## config.mk

```make
export PLATFORM = sky130hd
export DESIGN_NAME = r2_pipeline_arbiter
export DESIGN_NICKNAME = d
export VERILOG_FILES = /design/src/rtl/r2_pipeline_arbiter.sv
export SDC_FILE = /design/constraint.sdc
export NUM_CORES = 1
export LEC_CHECK = 0
export CAP_MARGIN = 20
export CORE_AREA = 2 2 494 496
export CTS_CLUSTER_SIZE = 16
export DETAILED_ROUTE_END_ITERATION = 16
export DIE_AREA = 0 0 496 498
export PLACE_DENSITY = 0.3
export SYNTH_ARGS = -nofsm -noshare
export SYNTH_HDL_FRONTEND = slang
export SYNTH_SLANG_ARGS = --single-unit
```

## constraint.sdc

```tcl
create_clock -name clk -period 2.9 [get_ports clk]
set_clock_uncertainty 0.15 [all_clocks]
set_input_delay 0.58 -clock clk [delete_from_list [all_inputs] [get_ports clk]]
set_output_delay 0.58 -clock clk [all_outputs]
set_load 0.01 [all_outputs]
```

## src/rtl/r2_pipeline_arbiter.sv

```systemverilog
// Round-robin arbiter that shares one fixed-latency r2 pipeline among NUM_REQ requesters.
// An ID tag shift register tracks each issue so results return to their owner in issue order.
module r2_pipeline_arbiter #(
   parameter int unsigned DATA_WIDTH   = 32,
   parameter int unsigned NUM_REQ      = 4,
   parameter int unsigned ID_WIDTH     = 2,
   parameter int unsigned PIPE_LATENCY = 17
) (
   input  logic                            clk,
   input  logic                            rst,
   input  logic                            start,
   input  logic [NUM_REQ-1:0]              req_valid,
   input  logic [NUM_REQ-1:0]              req_last,
   input  logic [NUM_REQ*6*DATA_WIDTH-1:0] req_coord,
   output logic [NUM_REQ-1:0]              req_grant,
   output logic                            pipe_enable,
   output logic [DATA_WIDTH-1:0]           pipe_refx,
   output logic [DATA_WIDTH-1:0]           pipe_refy,
   output logic [DATA_WIDTH-1:0]           pipe_refz,
   output logic [DATA_WIDTH-1:0]           pipe_neighborx,
   output logic [DATA_WIDTH-1:0]           pipe_neighbory,
   output logic [DATA_WIDTH-1:0]           pipe_neighborz,
   input  logic [DATA_WIDTH-1:0]           pipe_r2,
   input  logic [DATA_WIDTH-1:0]           pipe_dx,
   input  logic [DATA_WIDTH-1:0]           pipe_dy,
   input  logic [DATA_WIDTH-1:0]           pipe_dz,
   input  logic                            pipe_r2_valid,
   output logic                            rsp_valid,
   output logic [ID_WIDTH-1:0]             rsp_id,
   output logic [DATA_WIDTH-1:0]           rsp_r2,
   output logic [DATA_WIDTH-1:0]           rsp_dx,
   output logic [DATA_WIDTH-1:0]           rsp_dy,
   output logic [DATA_WIDTH-1:0]           rsp_dz,
   output logic                            busy,
   output logic                            done,
   output logic [15:0]                     pair_count,
   output logic                            tag_error
);

   localparam int unsigned CoordW = 6 * DATA_WIDTH;
   localparam int unsigned BlankW = $clog2(PIPE_LATENCY + 1);

   typedef enum logic [1:0] {StIdle, StRun, StDrain, StDone} state_e;

   state_e                  state_q;
   logic [ID_WIDTH-1:0]     rr_ptr_q;
   logic [ID_WIDTH-1:0]     grant_idx;
   logic [ID_WIDTH-1:0]     next_ptr;
   logic [ID_WIDTH-1:0]     pipe_id_q;
   logic [NUM_REQ-1:0]      finished_q;
   logic [NUM_REQ-1:0]      eligible;
   logic                    grant_any;
   logic [CoordW-1:0]       sel_coord;
   logic [PIPE_LATENCY-1:0] tag_v_q;
   logic [ID_WIDTH-1:0]     tag_id_q [PIPE_LATENCY];
   logic [BlankW-1:0]       blank_q;
   logic                    blank;
   logic                    tag_out_v;

   assign busy      = (state_q != StIdle);
   assign tag_out_v = tag_v_q[PIPE_LATENCY-1];
   // Results still emerging from a pipeline issued before reset are ignored for one latency.
   assign blank     = (blank_q != '0);

   always_comb begin : arb
      int unsigned cand;
      cand      = 0;
      eligible  = req_valid & ~finished_q;
      grant_any = 1'b0;
      grant_idx = '0;
      req_grant = '0;
      if (state_q == StRun) begin
         for (int unsigned i = 0; i < NUM_REQ; i++) begin
            cand = (32'(rr_ptr_q) + i) % NUM_REQ;
            if (!grant_any && eligible[cand[ID_WIDTH-1:0]]) begin
               grant_any = 1'b1;
               grant_idx = cand[ID_WIDTH-1:0];
            end
         end
      end
      if (grant_any) begin
         req_grant[grant_idx] = 1'b1;
      end
      next_ptr  = ID_WIDTH'((32'(grant_idx) + 1) % NUM_REQ);
      sel_coord = req_coord[32'(grant_idx) * CoordW +: CoordW];
   end

   always_ff @(posedge clk) begin
      if (rst) begin
         rr_ptr_q       <= '0;
         pipe_enable    <= 1'b0;
         pipe_id_q      <= '0;
         pipe_refx      <= '0;
         pipe_refy      <= '0;
         pipe_refz      <= '0;
         pipe_neighborx <= '0;
         pipe_neighbory <= '0;
         pipe_neighborz <= '0;
         tag_v_q        <= '0;
         for (int i = 0; i < PIPE_LATENCY; i++) begin
            tag_id_q[i] <= '0;
         end
         blank_q        <= BlankW'(PIPE_LATENCY);
         rsp_valid      <= 1'b0;
         rsp_id         <= '0;
         rsp_r2         <= '0;
         rsp_dx         <= '0;
         rsp_dy         <= '0;
         rsp_dz         <= '0;
      end else begin
         pipe_enable <= grant_any;
         if (grant_any) begin
            rr_ptr_q       <= next_ptr;
            pipe_id_q      <= grant_idx;
            pipe_refx      <= sel_coord[6*DATA_WIDTH-1 -: DATA_WIDTH];
            pipe_refy      <= sel_coord[5*DATA_WIDTH-1 -: DATA_WIDTH];
            pipe_refz      <= sel_coord[4*DATA_WIDTH-1 -: DATA_WIDTH];
            pipe_neighborx <= sel_coord[3*DATA_WIDTH-1 -: DATA_WIDTH];
            pipe_neighbory <= sel_coord[2*DATA_WIDTH-1 -: DATA_WIDTH];
            pipe_neighborz <= sel_coord[DATA_WIDTH-1:0];
         end
         tag_v_q     <= {tag_v_q[PIPE_LATENCY-2:0], pipe_enable};
         tag_id_q[0] <= pipe_id_q;
         for (int i = 1; i < PIPE_LATENCY; i++) begin
            tag_id_q[i] <= tag_id_q[i-1];
         end
         if (blank) begin
            blank_q <= blank_q - BlankW'(1);
         end
         rsp_valid <= pipe_r2_valid & ~blank;
         if (pipe_r2_valid && !blank) begin
            rsp_id <= tag_id_q[PIPE_LATENCY-1];
            rsp_r2 <= pipe_r2;
            rsp_dx <= pipe_dx;
            rsp_dy <= pipe_dy;
            rsp_dz <= pipe_dz;
         end
      end
   end

   always_ff @(posedge clk) begin
      if (rst) begin
         state_q    <= StIdle;
         finished_q <= '0;
         pair_count <= '0;
         done       <= 1'b0;
         tag_error  <= 1'b0;
      end else begin
         done <= 1'b0;
         if (!blank && (tag_out_v != pipe_r2_valid)) begin
            tag_error <= 1'b1;
         end
         unique case (state_q)
            StIdle: begin
               if (start) begin
                  state_q    <= StRun;
                  pair_count <= '0;
                  finished_q <= '0;
                  tag_error  <= 1'b0;
               end
            end
            StRun: begin
               if (grant_any) begin
                  if (pair_count != 16'hFFFF) begin
                     pair_count <= pair_count + 16'd1;
                  end
                  if (req_last[grant_idx]) begin
                     finished_q[grant_idx] <= 1'b1;
                  end
               end
               if (&finished_q) begin
                  state_q <= StDrain;
               end
            end
            StDrain: begin
               if (!(|tag_v_q) && !pipe_enable) begin
                  state_q <= StDone;
                  done    <= 1'b1;
               end
            end
            StDone: begin
               state_q <= StIdle;
            end
            default: begin
               state_q <= StIdle;
            end
         endcase
      end
   end

endmodule

```

==> results <==
## cell usage after synthesis, drive strengths merged (3+ instances only)
master     n  share of area [%]
a211o    194                9.1
a211oi     5               0.20
a21oi    522                 14
a32o       4               0.22
and2       7               0.24
and3       7               0.24
buf       95                2.5
clkbuf   110                2.2
dfxtp    408                 44
ha         9               0.61
inv        9               0.19
mux2i      5               0.27
nand2   1041                 21
nand2b     5               0.24
nand3     12               0.32
nand4      8               0.27
nor2      24               0.48
nor2b     52                1.8
nor3       6               0.16
nor4       4               0.17
xnor2      3               0.14
xor2      15               0.71
## critical path: stages
cell and delay, ns:
clkdlybuf4s50_1 0.53, nand2b_4 0.14, buf_4 0.14, mux2i_1 0.09, a211o_4 0.41, buf_4 0.19, ha_4 0.15, and2_4 0.14
buf_6 0.12
## metrics by stage
step | setup WS [ns] | area [um2] | power, mW
detailed placement | -0.994 | 36400 | 16.8
global route | -0.427 | 38800 | 25.8
CTS | -0.405 | 38600 | 25.0
floorplan | 0.129 | 18600 | 10.5
finish | -0.330 | 38900 | 24.3
global placement | -1.03 | 36400 | 16.9
## placed cells by master, fill, tap and decap left out, drive strengths merged, types with 2 or more instances in the layout
cell,netlist,final
nor4,4,4
nand4,8,8
nand3,12,12
a21boi,2,2
inv,9,10
a32o,4,4
clkdlybuf4s15,0,3
nand4b,2,2
a211o,194,194
clkinv,0,24
dfxtp,408,408
nor3,6,6
buf,95,218
xnor2,3,3
diode,0,39
and2,7,7
o211ai,2,2
nor2b,52,52
ha,9,9
mux2i,5,5
nand2b,5,5
and4,2,2
clkinvlp,0,3
clkdlybuf4s50,0,1244
and3,7,7
or4,2,2
xor2,15,15
nor2,24,24
a211oi,5,5
clkbuf,110,86
a21oi,522,522
nand2,1041,1041
## cells by family (layout without fill, tap and decap cells)
| group | Yosys count | after routing | synth area share, % |
|---|---|---|---|
| compound gates | 738 | 738 | 24.1 |
| other cells | 0 | 39 | 0 |
| buf+inv | 214 | 1591 | 4.95 |
| simple gates | 1176 | 1176 | 25.3 |
| flops | 408 | 408 | 43.9 |
| fa+ha+maj | 9 | 9 | 0.605 |
| xor+xnor | 18 | 18 | 0.847 |
| mux | 5 | 5 | 0.269 |
## path summary, 6_finish.rpt
kind / start / end / depth (start not counted)
min: pipe_r2[21] / rsp_r2[21] / 3
max reg2reg: finished_q[3] / pipe_refy[23] / 11
min reg2reg: tag_id_q[2][0] / tag_id_q[3][0] / 1
max: req_valid[2] / req_grant[0] / 9
## sequential cells by signal, summed over array words and instances, names as in the netlist, 4 cells and up
name,count
blank_q,5
finished_q,4
pair_count,16
pipe_neighborx,32
pipe_neighbory,32
pipe_neighborz,32
pipe_refx,32
pipe_refy,32
pipe_refz,32
rsp_dx,32
rsp_dy,32
rsp_dz,32
rsp_r2,32
tag_id_q,34
tag_v_q,17
## area by class of cell
cell class | instances | area (um2)
clock buffers | 84 | 1760
repair buffers | 1469 | 14800
fillers | 27800 | 203000
clock inverters | 29 | 260
inverters | 9 | 50.0
diodes | 39 | 97.6
well taps | 3202 | 4010
flip-flops and latches | 408 | 8180
multi-input cells | 1946 | 9710
## repair_timing
item                       in CTS  in global routing
setup buffers                   5                  6
pin swaps                       5                  3
setup endpoints to repair      20                 54
hold endpoints to repair        1                  0
gates resized for setup        39                 26
hold buffers                    1                  0
gates cloned                    0                  2
## power groups by stage
stage	sequential (mW)	clock, mW	combinational (mW)
after detailed placement	7.26	0	9.55
after floorplan	7.48	0	3.03
final	7.17	7.67	9.47
after global routing	7.26	8.29	10.2
after CTS	7.17	8.13	9.67
after global placement	7.26	0	9.61
## per-layer routing
metal  up-vias  GRT usage [%]
met5         -              0
met4        68           2.75
met3       261           6.58
met2      1112           24.4
met1     11300           15.5
li1      11400              -
==> impl_metrics.prom <==
# TYPE chip_impl_metric gauge
chip_impl_metric{name="ff2ff_setup_slack",unit="ns"} 0.08
chip_impl_metric{name="fmax",unit="GHz"} 0.310
chip_impl_metric{name="numPlacedInstances",unit=""} 7020
chip_impl_metric{name="tritoncts_buffer_count",unit=""} 60
chip_impl_metric{name="globalRouteOverflowTotal",unit=""} 0
chip_impl_metric{name="switching_share",unit="%"} 36.7
chip_impl_metric{name="max_capacitance_violation_total",unit=""} 0
chip_impl_info{name="rsz_0062_raised_after_global_routing",value="true"} 1
chip_impl_metric{name="cell_internal_pwr",unit="mW"} 15.4
chip_impl_info{name="outcome",value="complete, but fails checks"} 1
chip_impl_metric{name="met3WireLength",unit="mm"} 20.7
chip_impl_metric{name="worst-endpoint-required",unit="ns"} 2.17
chip_impl_metric{name="die_height",unit="um"} 498
chip_impl_metric{name="grt_start_max_net_pins",unit=""} 199
chip_impl_metric{name="io_buffers",unit=""} 1254
chip_impl_metric{name="wire_per_inst",unit="um"} 25.3
chip_impl_info{name="hold_class",value="input port to flop"} 1
chip_impl_metric{name="routabilityCongestion",unit=""} 0.872
chip_impl_metric{name="fin_crit",unit="ns"} 3.23
chip_impl_metric{name="rows",unit=""} 181
chip_impl_info{name="cts.root.buffer_cell",value="clkbuf_16"} 1
chip_impl_metric{name="finalNetCount",unit=""} 4811
chip_impl_metric{name="cts.path.max_buffers",unit=""} 3
chip_impl_metric{name="instances_no_fill",unit=""} 7186
chip_impl_metric{name="syn-cell-area",unit="mm2"} 0.0186
chip_impl_metric{name="number_of_flops_mapped_to_enable_cells_by_yosys",unit=""} 0
chip_impl_metric{name="static-leakage-power",unit="nW"} 15.4
chip_impl_metric{name="maxSlewViolCount",unit=""} 0
chip_impl_metric{name="finalSetupTns",unit="ns"} -1.18
chip_impl_info{name="ys.flop_type",value="dfxtp_1"} 1
chip_impl_metric{name="start_util",unit="%"} 7.69
chip_impl_metric{name="synth.yosys.warnings",unit=""} 0
chip_impl_metric{name="via_count",unit=""} 24100
chip_impl_metric{name="core_area",unit="mm2"} 0.242
chip_impl_info{name="max_used_layer",value="met5"} 1
chip_impl_metric{name="cts.clk_slew.worst_paths",unit="ns"} 0.07
chip_impl_metric{name="switching_power",unit="mW"} 8.92
chip_impl_info{name="violations",value="negative setup slack"} 1
chip_impl_metric{name="arrival",unit="ns"} 2.50
chip_impl_metric{name="drt.antenna.violating_nets",unit=""} 0
chip_impl_info{name="tritoncts_clock_tree",value="built"} 1
chip_impl_metric{name="detail_route.drc_violations",unit=""} 0
chip_impl_metric{name="drt_iter0_drc",unit=""} 1289
chip_impl_metric{name="seq_power_share",unit="%"} 29.5
chip_impl_metric{name="wirelength_met1",unit="mm"} 69.2
chip_impl_metric{name="die_w",unit="um"} 496
chip_impl_metric{name="power.share.clock",unit="%"} 31.5
chip_impl_metric{name="synthDistinctLibCells",unit=""} 49
chip_impl_metric{name="synth_seq_cells",unit=""} 408
chip_impl_metric{name="layout-drive-gt1-share",unit="%"} 9.48
chip_impl_metric{name="period_share",unit="%"} 111
chip_impl_info{name="crit_path_end_kind",value="output pin"} 1
chip_impl_metric{name="met2_wirelength",unit="mm"} 88.4
chip_impl_metric{name="wirelength",unit="mm"} 182
chip_impl_metric{name="synth_sequential_area_ratio",unit="%"} 43.9
chip_impl_metric{name="groute.usage.overall",unit="%"} 14.0
chip_impl_metric{name="pin_slew_with_the_least_headroom_to_its_limit",unit="ns"} 1.21
chip_impl_metric{name="pre_repair_dr_iteration_count",unit=""} 5
chip_impl_metric{name="finalHoldViolCount",unit=""} 0
chip_impl_metric{name="final.hold.worst_slack",unit="ns"} 0.247
chip_impl_metric{name="dpl_hpwl",unit="mm"} 153
chip_impl_metric{name="timing.final.setup_violations",unit=""} 4
chip_impl_metric{name="numClockSinks",unit=""} 408
chip_impl_metric{name="setup_ws",unit="ns"} -0.330
chip_impl_metric{name="vdd.ir_drop.worst",unit="V"} 0.000503
chip_impl_metric{name="area_growth",unit="%"} 109
chip_impl_metric{name="syn_area_per_cell",unit="um2"} 7.25
chip_impl_metric{name="clk_latency_worst_skew_pair",unit="ns"} 0.72
chip_impl_metric{name="postLayoutCoreUtil",unit="%"} 16.1
chip_impl_metric{name="path_max_fanout",unit=""} 5
chip_impl_metric{name="power_density",unit="mW/mm2"} 625
chip_impl_info{name="criticalPathCategory",value="input port to output pin"} 1
chip_impl_metric{name="initial_antenna_violation_count",unit=""} 129
chip_impl_metric{name="global_route_wire_length_before_repair",unit="mm"} 234
chip_impl_metric{name="slew-limit-headroom",unit="%"} 19.4
chip_impl_metric{name="h-tree-depth",unit=""} 2
chip_impl_metric{name="dieArea",unit="mm2"} 0.247
chip_impl_metric{name="number_of_global_route_vias_before_repair",unit=""} 24700
chip_impl_metric{name="post_synth_net_total",unit=""} 3485
chip_impl_metric{name="floorplan.io_pins",unit=""} 1255
chip_impl_metric{name="postSynth.asyncResetShare",unit="%"} 0
chip_impl_info{name="start_kind",value="input port"} 1
chip_impl_metric{name="route.detailed.vias_per_inst",unit=""} 3.36
chip_impl_metric{name="syn_inst",unit=""} 2568
chip_impl_metric{name="power.combinational.fraction",unit="%"} 39.0
No activity file was read; power rests on OpenSTA's default activity.
